===== src/rtl/uart_tx.sv =====
// UART transmitter: start bit, LSB-first data, optional parity and one stop bit.
// Each bit lasts Prescale CLK cycles; a Prescale of 0 gives 64 cycles per bit.
module uart_tx #(
  parameter int unsigned DATA_WIDTH = 8
) (
  input  logic                  CLK,
  input  logic                  RST,
  input  logic [DATA_WIDTH-1:0] P_DATA,
  input  logic                  Data_Valid,
  input  logic                  PAR_EN,
  input  logic                  PAR_TYP,
  input  logic [5:0]            Prescale,
  output logic                  TX_OUT,
  output logic                  Busy
);

  typedef enum logic [2:0] {
    IDLE,
    START,
    DATA,
    PARITY,
    STOP
  } state_t;

  state_t                state_q;
  logic [5:0]            edge_cnt_q;
  logic [5:0]            presc_q;
  logic [3:0]            bit_cnt_q;
  logic [DATA_WIDTH-1:0] data_q;
  logic [DATA_WIDTH-1:0] sh_q;
  logic                  par_en_q;
  logic                  par_typ_q;
  logic                  tx_q;
  logic                  busy_q;

  logic bit_end;
  logic last_data;

  // 6-bit wrap makes a latched Prescale of 0 behave as 64.
  assign bit_end   = (edge_cnt_q == presc_q - 6'd1);
  assign last_data = (bit_cnt_q == 4'(DATA_WIDTH - 1));

  always_ff @(posedge CLK) begin
    if (RST) begin
      state_q    <= IDLE;
      edge_cnt_q <= '0;
      presc_q    <= '0;
      bit_cnt_q  <= '0;
      data_q     <= '0;
      sh_q       <= '0;
      par_en_q   <= 1'b0;
      par_typ_q  <= 1'b0;
      tx_q       <= 1'b1;
      busy_q     <= 1'b0;
    end else begin
      if (state_q == IDLE || bit_end) begin
        edge_cnt_q <= '0;
      end else begin
        edge_cnt_q <= edge_cnt_q + 6'd1;
      end

      case (state_q)
        IDLE: begin
          if (Data_Valid) begin
            data_q    <= P_DATA;
            par_en_q  <= PAR_EN;
            par_typ_q <= PAR_TYP;
            presc_q   <= Prescale;
            tx_q      <= 1'b0;
            busy_q    <= 1'b1;
            state_q   <= START;
          end
        end
        START: begin
          if (bit_end) begin
            bit_cnt_q <= '0;
            tx_q      <= data_q[0];
            sh_q      <= data_q >> 1;
            state_q   <= DATA;
          end
        end
        DATA: begin
          if (bit_end) begin
            bit_cnt_q <= bit_cnt_q + 4'd1;
            if (!last_data) begin
              tx_q <= sh_q[0];
              sh_q <= sh_q >> 1;
            end else if (par_en_q) begin
              tx_q    <= (^data_q) ^ par_typ_q;
              state_q <= PARITY;
            end else begin
              tx_q    <= 1'b1;
              state_q <= STOP;
            end
          end
        end
        PARITY: begin
          if (bit_end) begin
            tx_q    <= 1'b1;
            state_q <= STOP;
          end
        end
        STOP: begin
          if (bit_end) begin
            tx_q    <= 1'b1;
            busy_q  <= 1'b0;
            state_q <= IDLE;
          end
        end
        default: begin
          tx_q    <= 1'b1;
          busy_q  <= 1'b0;
          state_q <= IDLE;
        end
      endcase
    end
  end

  assign TX_OUT = tx_q;
  assign Busy   = busy_q;

endmodule


===== config.mk =====
export PLATFORM = sky130hd
export DESIGN_NAME = uart_tx
export DESIGN_NICKNAME = d
export VERILOG_FILES = /design/src/rtl/uart_tx.sv
export SDC_FILE = /design/constraint.sdc
export NUM_CORES = 1
export LEC_CHECK = 0
export BUFFER_PORTS_ARGS = -buffer_cell sky130_fd_sc_hd__buf_2
export CORE_UTILIZATION = 39
export DETAILED_ROUTE_END_ITERATION = 8
export GPL_TIMING_DRIVEN = 0
export PLACE_DENSITY = 0.6
export SYNTH_ARGS = -nofsm -noshare
export SYNTH_HDL_FRONTEND = slang
export SYNTH_SLANG_ARGS = --single-unit

===== constraint.sdc =====
create_clock -name CLK -period 2.5 [get_ports CLK]
set_input_delay 0.125 -clock CLK [delete_from_list [all_inputs] [get_ports CLK]]
set_output_delay 0.125 -clock CLK [all_outputs]
set_load 0.01 [all_outputs]

**Yosys cells after proc, flatten, opt, wreduce, memory -nomap -nowiden**

Cells that the tools add are included.

- Input bits: 19
- Word-level logic and storage cells: 67
- Register bits: 39
- Output and inout bits: 2

- Reduce and logical (&&, ||, !) cells: 13
- Eq/ne operators: 14
- Mux-type cells: 25
- Add/subtract/negate cells: 3
- Bitwise logic cells: 2

Operator list:

| cell | number |
|---|---|
| $mux W8 | 3 |
| $mux W3 | 7 |
| $pmux W8 S2 | 1 |
| $pmux W3 S5 | 1 |
| $ne A2 B2 Y1 const B | 7 |
| $mux W1 | 8 |
| $mux W4 | 2 |
| $pmux W4 S2 | 1 |
| $reduce_and A4 Y1 | 2 |
| $reduce_xor A8 Y1 | 1 |
| $add A6 B1 Y6 const B | 1 |
| $eq A3 B2 Y1 const B | 2 |
| $eq A6 B6 Y1 | 1 |
| $reduce_and A3 Y1 | 2 |
| $reduce_and A6 Y1 | 1 |
| $sub A6 B1 Y6 const B | 1 |
| $add A4 B1 Y4 const B | 1 |
| $eq A4 B3 Y1 const B | 1 |
| $pmux W1 S4 | 1 |
| $reduce_or A2 Y1 | 2 |
| $eq A3 B1 Y1 const B | 1 |
| $eq A3 B3 Y1 const B | 1 |
| $logic_not A3 Y1 | 1 |
| $pmux W1 S3 | 1 |
| 7 further kinds | 7 |

**Logic depth before layout (Yosys ltp)**

Gate-level depths: netlist of run 1.

- Word-level depth: 6
- Depth in mapped cells: 9
- Mapped depth without buffers: 8

**Least setup slack after synthesis of run 1**

OpenSTA, ideal clock, no wires.

- Path type: flip-flop to flip-flop
- Start point: register presc_q[0]
- End point: register bit_cnt_q[3]
- Path slack: 73 ps
- Buffers on the path: 1
- Setup time: 70 ps
- Data required time: 2430 ps
- Cell stages (with the launch flop): 10
- Period minus slack after synthesis: 2427 ps
- Arrival time: 2356 ps
- Cell sequence: dfxtp_1 inv_1 ha_1 xor2_1 nand2_1 or4_4 or2_1 buf_6 or4_1 a21oi_1

- Longest elaborated chain between the ends: 4
- Elaborated cells on any way between the ends: 5
- Those cells by class: add/sub: 1; eq/ne: 3; reduce/logical: 1

Ends and longest elaborated chain:

| element | RTL line | RTL |
|---|---|---|
| start: declaration | 27 | `logic [5:0] presc_q;` |
| start signal: assignment | 68 | `presc_q <= Prescale;` |
| $sub A6 B1 Y6 * | 40 | `assign bit_end = (edge_cnt_q == presc_q - 6'd1);` |
| $eq A6 B6 Y1 * | 40 |  |
| $ne A2 B2 Y1 (no source line) | -- |  |
| $reduce_and A3 Y1 (no source line) * | -- |  |
| end signal: assignment | 84 | `bit_cnt_q <= bit_cnt_q + 4'd1;` |
| end: declaration | 28 | `logic [3:0] bit_cnt_q;` |

Mark *: on every way between the ends. The rest lies on a longest branch, timed or not.
A chain may end at the register's enable or synchronous reset.

**Worst setup path in the final report of run 1**

Same ends and word-level chain as after synthesis.

==> results.sh, run 1 <==
export IMPL_die_x_um=70.65
export IMPL_multi_input_area_sq_um=1060
export IMPL_avgSynthCellArea_sq_um=8.205
export IMPL_cts_sinks=38
export IMPL_synth_top_cell_by_area="dfxtp_1"
export IMPL_leakage_nw=0.8317
export IMPL_ys_ff_latch=38
export IMPL_die_y_um=70.65
export IMPL_skew_ps=3.345
export IMPL_yosys_most_used_dff="dfxtp_1"
export IMPL_drt_total_wl_mm=4.008
export IMPL_cp_required_ps=2720
export IMPL_drc=1
export IMPL_setup_tns_ps=0
export IMPL_period_share_pct=97.60
export IMPL_final_max_slew_viol_count=0
export IMPL_gp_congestion=0.7934
export IMPL_swShare_pct=27.89
export IMPL_cts_tree="yes"
export IMPL_fin_cells=312
export IMPL_violations="design-rule violations"
export IMPL_drt_pass1_iter_count=6
export IMPL_io_buffers=19
export IMPL_synth_top_area_share_pct=41.39
export IMPL_async_reset_ff_share_pct=0
export IMPL_cp_arrival_ps=2660
export IMPL_synth_cell_area_sq_um=1838
export IMPL_antenna_found_initial=0
export IMPL_synth_area_leaders="dfxtp_1 (41%), nand2_1 (8.4%), a21oi_1 (6.3%)"
export IMPL_syn_inst=224
export IMPL_status="complete, but fails checks"
export IMPL_ir_drop_mv=0.3283
export IMPL_drtIter0Drc=73
export IMPL_p_comb_share_pct=18.6
export IMPL_core_sq_um=4444
export IMPL_final_layout_size_suffix_gt1_share_pct=21.15
export IMPL_final_cell_mix="nand2_1 (41), dfxtp_1 (36), a21oi_1 (22)"
export IMPL_hold_viol_final=0
export IMPL_p_clk_share_pct=36.1
export IMPL_power_mw=1.463
export IMPL_dieArea_sq_um=4991
export IMPL_cts_root_buffer="clkbuf_8"
export IMPL_syn_nets=246
export IMPL_worst_slack_ps=59.91
export IMPL_hold_depth=3
export IMPL_post_drt_wl_per_cell_um=12.85
export IMPL_ys_seq_area_share_pct=41.39
export IMPL_setup_violations=0
export IMPL_crit_type="reg2reg"
export IMPL_num_vias=1638
export IMPL_clk_pin_slew_ps=80
export IMPL_hp_class="in2reg"
export IMPL_grt_pass1_vias=1437
export IMPL_maxCapViolCount=0
export IMPL_synth_edf_count=0
export IMPL_finish_instance_area_sq_um=2260
export IMPL_final_seq_area_sq_um=765.7
export IMPL_cts_path_max_buffers=2
export IMPL_area_growth_syn_to_layout_pct=22.94
export IMPL_fp_row_count=24
export IMPL_max_stage_delay_ps=580
export IMPL_powerDensity_nw_per_um2=647.5
export IMPL_final_common_cell="nand2_1"
export IMPL_nets=281
export IMPL_antennaDiodeCount=0
export IMPL_dp_slack_ps=-145.6
export IMPL_dp_cells=295
export IMPL_avgViaCountPerCell=5.250
export IMPL_worstSetupPathDepth=8
export IMPL_relSlewSlack_pct=55.58
export IMPL_n_fill_cell=446
export IMPL_cts_buffers_inserted=5
export IMPL_intPower_mw=1.055
export IMPL_finish_utilization_pct=50.84
export IMPL_whs_ps=59.94
export IMPL_place_hpwl_mm=2.801
export IMPL_initial_core_util_pct=41.36
export IMPL_critPathSlowestCell="or4_4"
export IMPL_grt_use_total_pct=17.26
export IMPL_seqPwrFrac_pct=45.3
export IMPL_yosysWarnings=0
export IMPL_io_pins=21
export IMPL_power_switching_mw=0.4081
export IMPL_crit_path_start_kind="register"
export IMPL_grt_start_max_net_pins=14
export IMPL_path_delay_family="simple AND/OR/NAND/NOR gates"
export IMPL_grt_first_pass_wirelength_mm=6.713
export IMPL_drtAntennaViolNets=0
export IMPL_htreeDepth=2
export IMPL_end_kind="register"
export IMPL_fmax_ghz=0.4098
export IMPL_fin_crit_ps=2440
export IMPL_placed_area_sq_um=1998
export IMPL_path_cells="buf_4, nor3_4, a21oi_1, or4_4, or2_4, buf_6, or4_1, a21oi_1"
export IMPL_insertion_delay_ps=290
export IMPL_tightest_slew_ps=661.2
export IMPL_r2r_cells=8
export IMPL_crit_path_frequent_cell="a21oi_1"
export IMPL_yosysUniqueCellTypes=40
export IMPL_grt_overflow=0
export IMPL_critPathBufInv=2
export IMPL_grt_setup_unrepaired="no"
export IMPL_crit_fanout=4
-- flip-flops by register name, summed over array words and instances, names as in the netlist --
signal / count
sh_q: 7
par_typ_q: 1
Busy: 1
state_q: 3
edge_cnt_q: 6
bit_cnt_q: 4
presc_q: 6
data_q: 8
par_en_q: 1
TX_OUT: 1
-- power groups by stage --
| stage | Combinational (mW) | Clock, mW | Sequential, mW |
|---|---|---|---|
| after floorplan | 0.186 | 0 | 0.674 |
| after global placement | 0.243 | 0 | 0.678 |
| after detailed placement | 0.245 | 0 | 0.679 |
| after CTS | 0.263 | 0.539 | 0.663 |
| after global routing | 0.299 | 0.574 | 0.669 |
| final | 0.272 | 0.528 | 0.663 |
-- cells by family (layout without fill, tap and decap cells) --
kind of cell             count (synthesis)  after routing  synth area share, %
AO/OA/AOI/OAI                           50             50                16.75
XOR/XNOR                                19             19                9.054
buffers and inverters                   17             53                3.948
multiplexers                             6              6                3.268
adder cells (fa/ha/maj)                  3              3                2.042
flip-flops                              38             38                41.39
AND/OR/NAND/NOR                         91             91                23.55
-- final cells by class --
class	count	share of cell area [%]
multi-input cells	169	46.90
flip-flops and latches	38	33.89
repair buffers	28	7.752
clock buffers	5	3.045
plain buffers	14	3.045
well taps	52	2.879
clock inverters	3	1.993
inverters	3	0.4983
-- timing repair --
item / in CTS / in global routing
buffers inserted: 5 / 4
resized for setup: 10 / 8
pin swaps: 7 / 5
hold endpoints to repair: 0 / 0
hold buffers: 0 / 0
setup endpoints to repair: 8 / 10
-- worst paths after layout --
kind,start,endpoint,slack [ps]
setup / recovery,presc_q[0],bit_cnt_q[3],60
hold / removal,Prescale[1],presc_q[1],60
setup reg to reg,presc_q[0],bit_cnt_q[3],60
hold reg to reg,presc_q[5],presc_q[5],470
-- per-layer routing --
metal | vias to the layer above | global-route usage [%] | wire, um
met2 | 40 | 26.54 | 1720
met1 | 744 | 22.63 | 2030
met4 | 0 | 6.889 | 78
met5 | - | 0 | 0
li1 | 846 | - | -
met3 | 8 | 5.413 | 179
-- synthesized netlist by cell type (4+ instances only) --
library cell	n
a211oi_1	7
a21oi_1	23
clkbuf_1	12
dfxtp_1	38
mux2i_1	6
nand2_1	41
nand3_1	4
nor2_1	20
nor3_1	5
o21ai_0	9
xnor2_1	12
xor2_1	7
-- worst register-to-register path, stage by stage (launching register included) --
cell and delay (ps):
dfxtp_4 350, buf_4 150, nor3_4 170, a21oi_1 90
or4_4 580, or2_4 260, buf_6 120, or4_1 520
a21oi_1 130
(Power assumes the default switching activity.)
==> run 2, diff against run 1 <==
--- a/config.mk
+++ b/config.mk
@@ -10,6 +10,7 @@
 export DETAILED_ROUTE_END_ITERATION = 8
 export GPL_TIMING_DRIVEN = 0
 export PLACE_DENSITY = 0.6
+export REMOVE_ABC_BUFFERS = 1
 export SYNTH_ARGS = -nofsm -noshare
 export SYNTH_HDL_FRONTEND = slang
 export SYNTH_SLANG_ARGS = --single-unit
==> run 2 against run 1 <==
The run now ends clean. Total power is 6.7% higher. Non-clock buffer count fell by 17. Highest routed layer unchanged. Critical path type unchanged. Die area is the same. Count of clock-buffer cells in the layout up 1. Register-to-register slack gained 20 ps. Core utilization decreased by 1.7 points. Sequential cell count unchanged. Sequential share of layout area increased by 1.3 points. Fmax grew 0.87%. Design area shrank 3.4%. Worst setup slack better by 21 ps. Sequential power up 2%.
==> results.sh, run 2 (synthesized netlist as in run 1, its figures left out) <==
export IMPL_status="finished, final reports clean"
export IMPL_drtIter0Drc=71
export IMPL_period_share_pct=96.76
export IMPL_cts_path_max_buffers=2
export IMPL_final_seq_area_sq_um=768.2
export IMPL_power_mw=1.561
export IMPL_leakage_nw=0.7991
export IMPL_grt_setup_unrepaired="no"
export IMPL_tightest_slew_ps=673.3
export IMPL_core_sq_um=4444
export IMPL_setup_violations=0
export IMPL_drt_pass1_iter_count=4
export IMPL_hp_class="in2reg"
export IMPL_cts_hold_fix_buffers=0
export IMPL_grt_pass1_vias=1309
export IMPL_fin_crit_ps=2419
export IMPL_cts_sinks=38
export IMPL_final_cell_mix="nand2_1 (41), dfxtp_1 (36), a21oi_1 (22)"
export IMPL_final_layout_size_suffix_gt1_share_pct=19.67
export IMPL_avgViaCountPerCell=5.166
export IMPL_fp_row_count=24
export IMPL_nets=265
export IMPL_cts_tree="yes"
export IMPL_grt_first_pass_wirelength_mm=6.099
export IMPL_end_kind="register"
export IMPL_maxCapViolCount=0
export IMPL_worst_slack_ps=80.94
export IMPL_die_y_um=70.65
export IMPL_die_x_um=70.65
export IMPL_final_common_cell="nand2_1"
export IMPL_largest_register_ff_count=8
export IMPL_multi_input_area_sq_um=1055
export IMPL_ir_drop_mv=0.3391
export IMPL_grt_overflow=0
export IMPL_htreeDepth=2
export IMPL_clk_pin_slew_ps=70
export IMPL_cp_required_ps=2730
export IMPL_drt_total_wl_mm=3.799
export IMPL_crit_fanout=5
export IMPL_grt_start_max_net_pins=36
export IMPL_place_hpwl_mm=2.388
export IMPL_cts_root_buffer="clkbuf_8"
export IMPL_relSlewSlack_pct=55.12
export IMPL_powerDensity_nw_per_um2=714.7
export IMPL_antenna_found_initial=0
export IMPL_io_buffers=20
export IMPL_hold_viol_final=0
export IMPL_dp_slack_ps=-267.1
export IMPL_fin_cells=296
export IMPL_gp_congestion=0.7015
export IMPL_skew_ps=6.300
export IMPL_fmax_ghz=0.4134
export IMPL_grt_use_total_pct=15.83
export IMPL_reg_largest_list="data_q: 8 flops, sh_q: 7 flops"
export IMPL_num_vias=1529
export IMPL_post_drt_wl_per_cell_um=12.83
export IMPL_dieArea_sq_um=4991
export IMPL_r2r_cells=8
export IMPL_initial_core_util_pct=41.36
export IMPL_io_pins=21
export IMPL_dp_cells=283
export IMPL_crit_type="reg2reg"
export IMPL_cts_buffers_inserted=5
export IMPL_cp_arrival_ps=2650
export IMPL_crit_path_start_kind="register"
export IMPL_area_growth_syn_to_layout_pct=18.79
export IMPL_antennaDiodeCount=0
export IMPL_n_fill_cell=441
export IMPL_drc=0
export IMPL_top_register="data_q"
export IMPL_insertion_delay_ps=290
export IMPL_final_max_slew_viol_count=0
export IMPL_drtAntennaViolNets=0
export IMPL_hold_depth=3
==> run 2: worst max-delay path, stage by stage, from the launching register on <==
cell	delay [ps]
dfxtp_4	370
inv_1	70
ha_4	260
xor2_1	150
nand2_1	80
or4_4	470
or2_4	300
or4_4	520
a21oi_2	130
==> run 2: layout make-up <==
cell class                 count  share of cell area, %
multi-input combinational    170                  48.31
sequential                    38                  35.19
timing repair buffer          25                  6.476
clock buffer                   6                  3.782
tap                           52                  2.980
clock inverter                 2                  2.751
inverter                       3                 0.5158
==> run 2: power breakdown <==
group	switching [mW]	internal [mW]	total (mW)
registers	0.0360	0.637	0.673
clock network	0.219	0.426	0.645
logic	0.132	0.111	0.243
==> run 2: metal layers <==
metal / share of wire, % / wire length, um / track usage (%) / vias to the layer above
met3: 3.3 / 127 / 4.274 / 7
met2: 44 / 1689 / 25.13 / 27
met5: 0 / 0 / 0 / -
met1: 50 / 1907 / 20.16 / 680
met4: 1.9 / 74 / 7.333 / 0
li1: - / - / - / 815
==> run 2: per-stage QoR <==
step	TNS, ps	hold WS (ps)	utilization [%]	instance area, sq um
6_report	0	57.09	49.13	2183
5_1_grt	0	55.53	49.13	2183
4_1_cts	0	48.70	47.58	2115
3_5_place_dp	-1916	371.1	44.06	1958
3_3_place_gp	-2376	364.9	43.69	1942
2_1_floorplan	0	194.1	-	1777
==> run 2: repair_timing <==
item | in CTS | in global routing
resized for setup | 4 | 7
gates cloned | 0 | 1
pin swaps | 0 | 3
setup endpoints to repair | 10 | 10
buffers inserted | 0 | 4
==> run 2: worst paths after layout <==
check | slack (ps) | startpoint | end
worst max-delay path | 80 | presc_q[1] | bit_cnt_q[3]
worst min-delay path | 60 | Prescale[1] | presc_q[1]
worst max register to register | 80 | presc_q[1] | bit_cnt_q[3]
worst min register to register | 470 | presc_q[5] | presc_q[5]
==> run 3, diff against run 2 <==
--- a/config.mk
+++ b/config.mk
@@ -6,10 +6,10 @@
 export NUM_CORES = 1
 export LEC_CHECK = 0
 export BUFFER_PORTS_ARGS = -buffer_cell sky130_fd_sc_hd__buf_2
-export CORE_UTILIZATION = 39
+export CORE_UTILIZATION = 35
 export DETAILED_ROUTE_END_ITERATION = 8
 export GPL_TIMING_DRIVEN = 0
-export PLACE_DENSITY = 0.6
+export PLACE_DENSITY = 0.53
 export REMOVE_ABC_BUFFERS = 1
 export SYNTH_ARGS = -nofsm -noshare
 export SYNTH_HDL_FRONTEND = slang
==> constraint.sdc (replaced) <==
create_clock -name CLK -period 2.7 [get_ports CLK]
set_input_delay 0.135 -clock CLK [delete_from_list [all_inputs] [get_ports CLK]]
set_output_delay 0.135 -clock CLK [all_outputs]
set_load 0.01 [all_outputs]
==> run 3 against run 2 <==
Worst hold slack better by 11 ps. Critical path depth stayed put. Via count is 1.0% lower. Register-to-register slack better by 98 ps. Count of clock-buffer cells in the layout is 1 lower. Design area is 4.5% lower. Worst setup slack better by 98 ps. Fmax is 4.0% lower. Final cell count is 4.7% higher. Core utilization is 8.0 points lower. Combinational power is 12% lower. Critical endpoint unchanged.
==> results.sh, run 3 (synthesized netlist as in run 1, its figures left out) <==
export IMPL_status="finished, final reports clean"
export IMPL_reg_largest_list="data_q: 8 flops, sh_q: 7 flops"
export IMPL_antennaDiodeCount=0
export IMPL_die_x_um=74.47
export IMPL_fin_crit_ps=2521
export IMPL_final_layout_size_suffix_gt1_share_pct=15.42
export IMPL_hp_class="in2reg"
export IMPL_setup_violations=0
export IMPL_crit_fanout=12
export IMPL_post_drt_wl_per_cell_um=11.94
export IMPL_cts_path_max_buffers=2
export IMPL_crit_path_start_kind="register"
export IMPL_relSlewSlack_pct=56.22
export IMPL_antenna_found_initial=0
export IMPL_cts_buffers_inserted=5
export IMPL_drtIter0Drc=62
export IMPL_drt_total_wl_mm=3.700
export IMPL_maxCapViolCount=0
export IMPL_top_register="data_q"
export IMPL_num_vias=1513
export IMPL_end_kind="register"
export IMPL_area_growth_syn_to_layout_pct=13.48
export IMPL_tightest_slew_ps=656.7
export IMPL_io_pins=21
export IMPL_grt_pass1_vias=1333
export IMPL_worst_slack_ps=179.3
export IMPL_insertion_delay_ps=290
export IMPL_cts_root_buffer="clkbuf_8"
export IMPL_wl_met2_mm=1.640
export IMPL_gp_congestion=0.6955
export IMPL_drt_pass1_iter_count=4
export IMPL_top_layer_used="met4"
export IMPL_nets=262
export IMPL_setup_tns_ps=0
export IMPL_clk_pin_slew_ps=80
export IMPL_grt_use_total_pct=14.50
export IMPL_largest_register_ff_count=8
export IMPL_drc=0
export IMPL_htreeDepth=2
export IMPL_final_common_cell="nand2_1"
export IMPL_ir_drop_mv=0.2870
export IMPL_place_hpwl_mm=2.473
export IMPL_cp_required_ps=2920
export IMPL_p_clk_share_pct=30.9
export IMPL_hold_viol_final=0
export IMPL_grt_start_max_net_pins=36
export IMPL_grt_first_pass_wirelength_mm=6.078
export IMPL_final_cell_mix="nand2_1 (41), dfxtp_1 (38), a21oi_1 (23)"
export IMPL_cts_hold_fix_buffers=0
export IMPL_cp_arrival_ps=2740
export IMPL_fp_row_count=26
export IMPL_wl_met3_um=172
export IMPL_final_max_slew_viol_count=0
export IMPL_skew_ps=14.48
export IMPL_cts_sinks=38
export IMPL_dieArea_sq_um=5545
export IMPL_intPower_mw=0.8609
export IMPL_cts_tree="yes"
export IMPL_fmax_ghz=0.3967
export IMPL_io_buffers=20
export IMPL_power_switching_mw=0.3500
export IMPL_initial_core_util_pct=36.22
export IMPL_swShare_pct=28.91
export IMPL_core_sq_um=5075
export IMPL_seqPwrFrac_pct=51.3
export IMPL_die_y_um=74.47
export IMPL_powerDensity_nw_per_um2=580.6
export IMPL_grt_setup_unrepaired="no"
export IMPL_drtAntennaViolNets=0
export IMPL_period_share_pct=93.36
export IMPL_wl_met1_mm=1.828
export IMPL_power_mw=1.211
export IMPL_avgViaCountPerCell=4.881
export IMPL_grt_overflow=0
export IMPL_leakage_nw=0.7582
export IMPL_r2r_slack_ps=180
export IMPL_p_comb_share_pct=17.8
export IMPL_dp_slack_ps=-106.8
export IMPL_crit_type="reg2reg"
## run 3: cell count changes in the layout (fill, tap and decap cells not counted), sizes merged
| cell | change |
|---|---|
| buf | -2 |
| bufinv | -2 |
| clkbuf | -1 |
| clkinv | +2 |
| or2 | -1 |
## run 3: final timing paths
kind | from | end | depth (start not counted)
worst max-delay path | presc_q[0] | bit_cnt_q[3] | 8
worst min-delay path | P_DATA[2] | data_q[2] | 3
worst max register to register | presc_q[0] | bit_cnt_q[3] | 8
worst min register to register | presc_q[5] | presc_q[5] | 2
## run 3: final cells by class
class,count,area (sq um)
clock inverter,2,10.01
tap,70,87.58
inverter,3,11.26
timing repair buffer,23,126.4
multi-input combinational,169,1021
fill,536,2989
sequential,38,760.7
clock buffer,5,68.82
## run 3: what timing repair did
action	4_1_cts	5_1_grt
endpoints found under the setup margin	7	5
resized for setup	1	1
cloned	0	0
pin swaps	0	1
buffers inserted	0	2
## run 3: power by group through the flow
stage | combinational (mW) | clock [mW] | sequential (mW)
after detailed placement | 0.216 | 0 | 0.635
after global placement | 0.211 | 0 | 0.635
after floorplan | 0.155 | 0 | 0.629
after global routing | 0.243 | 0.412 | 0.628
final | 0.215 | 0.374 | 0.622
after CTS | 0.220 | 0.386 | 0.622
## run 3: critical path: stages (launching register included)
cell and delay [ps]:
dfxtp_1 430, inv_1 70, ha_1 310, xor2_1 160, nand2_1 70, or4_4 460, or2_4 300, or4_1 500
a21oi_1 150
## run 3: metal layers
layer	up-vias	track usage, %
li1	806	-
met1	673	19.29
met2	28	22.22
met3	6	4.472
met4	0	5.031
met5	-	0
## run 3: through the flow
step / util (%) / hold slack (ps) / instances / instance area [sq um]
floorplan: - / 204.1 / 210 / 1777
global placement: 38.71 / 375.4 / 300 / 1964
detailed placement: 39.03 / 380.0 / 301 / 1981
CTS: 40.75 / 62.06 / 308 / 2068
global route: 41.10 / 74.09 / 310 / 2086
finish: 41.10 / 68.02 / 310 / 2086
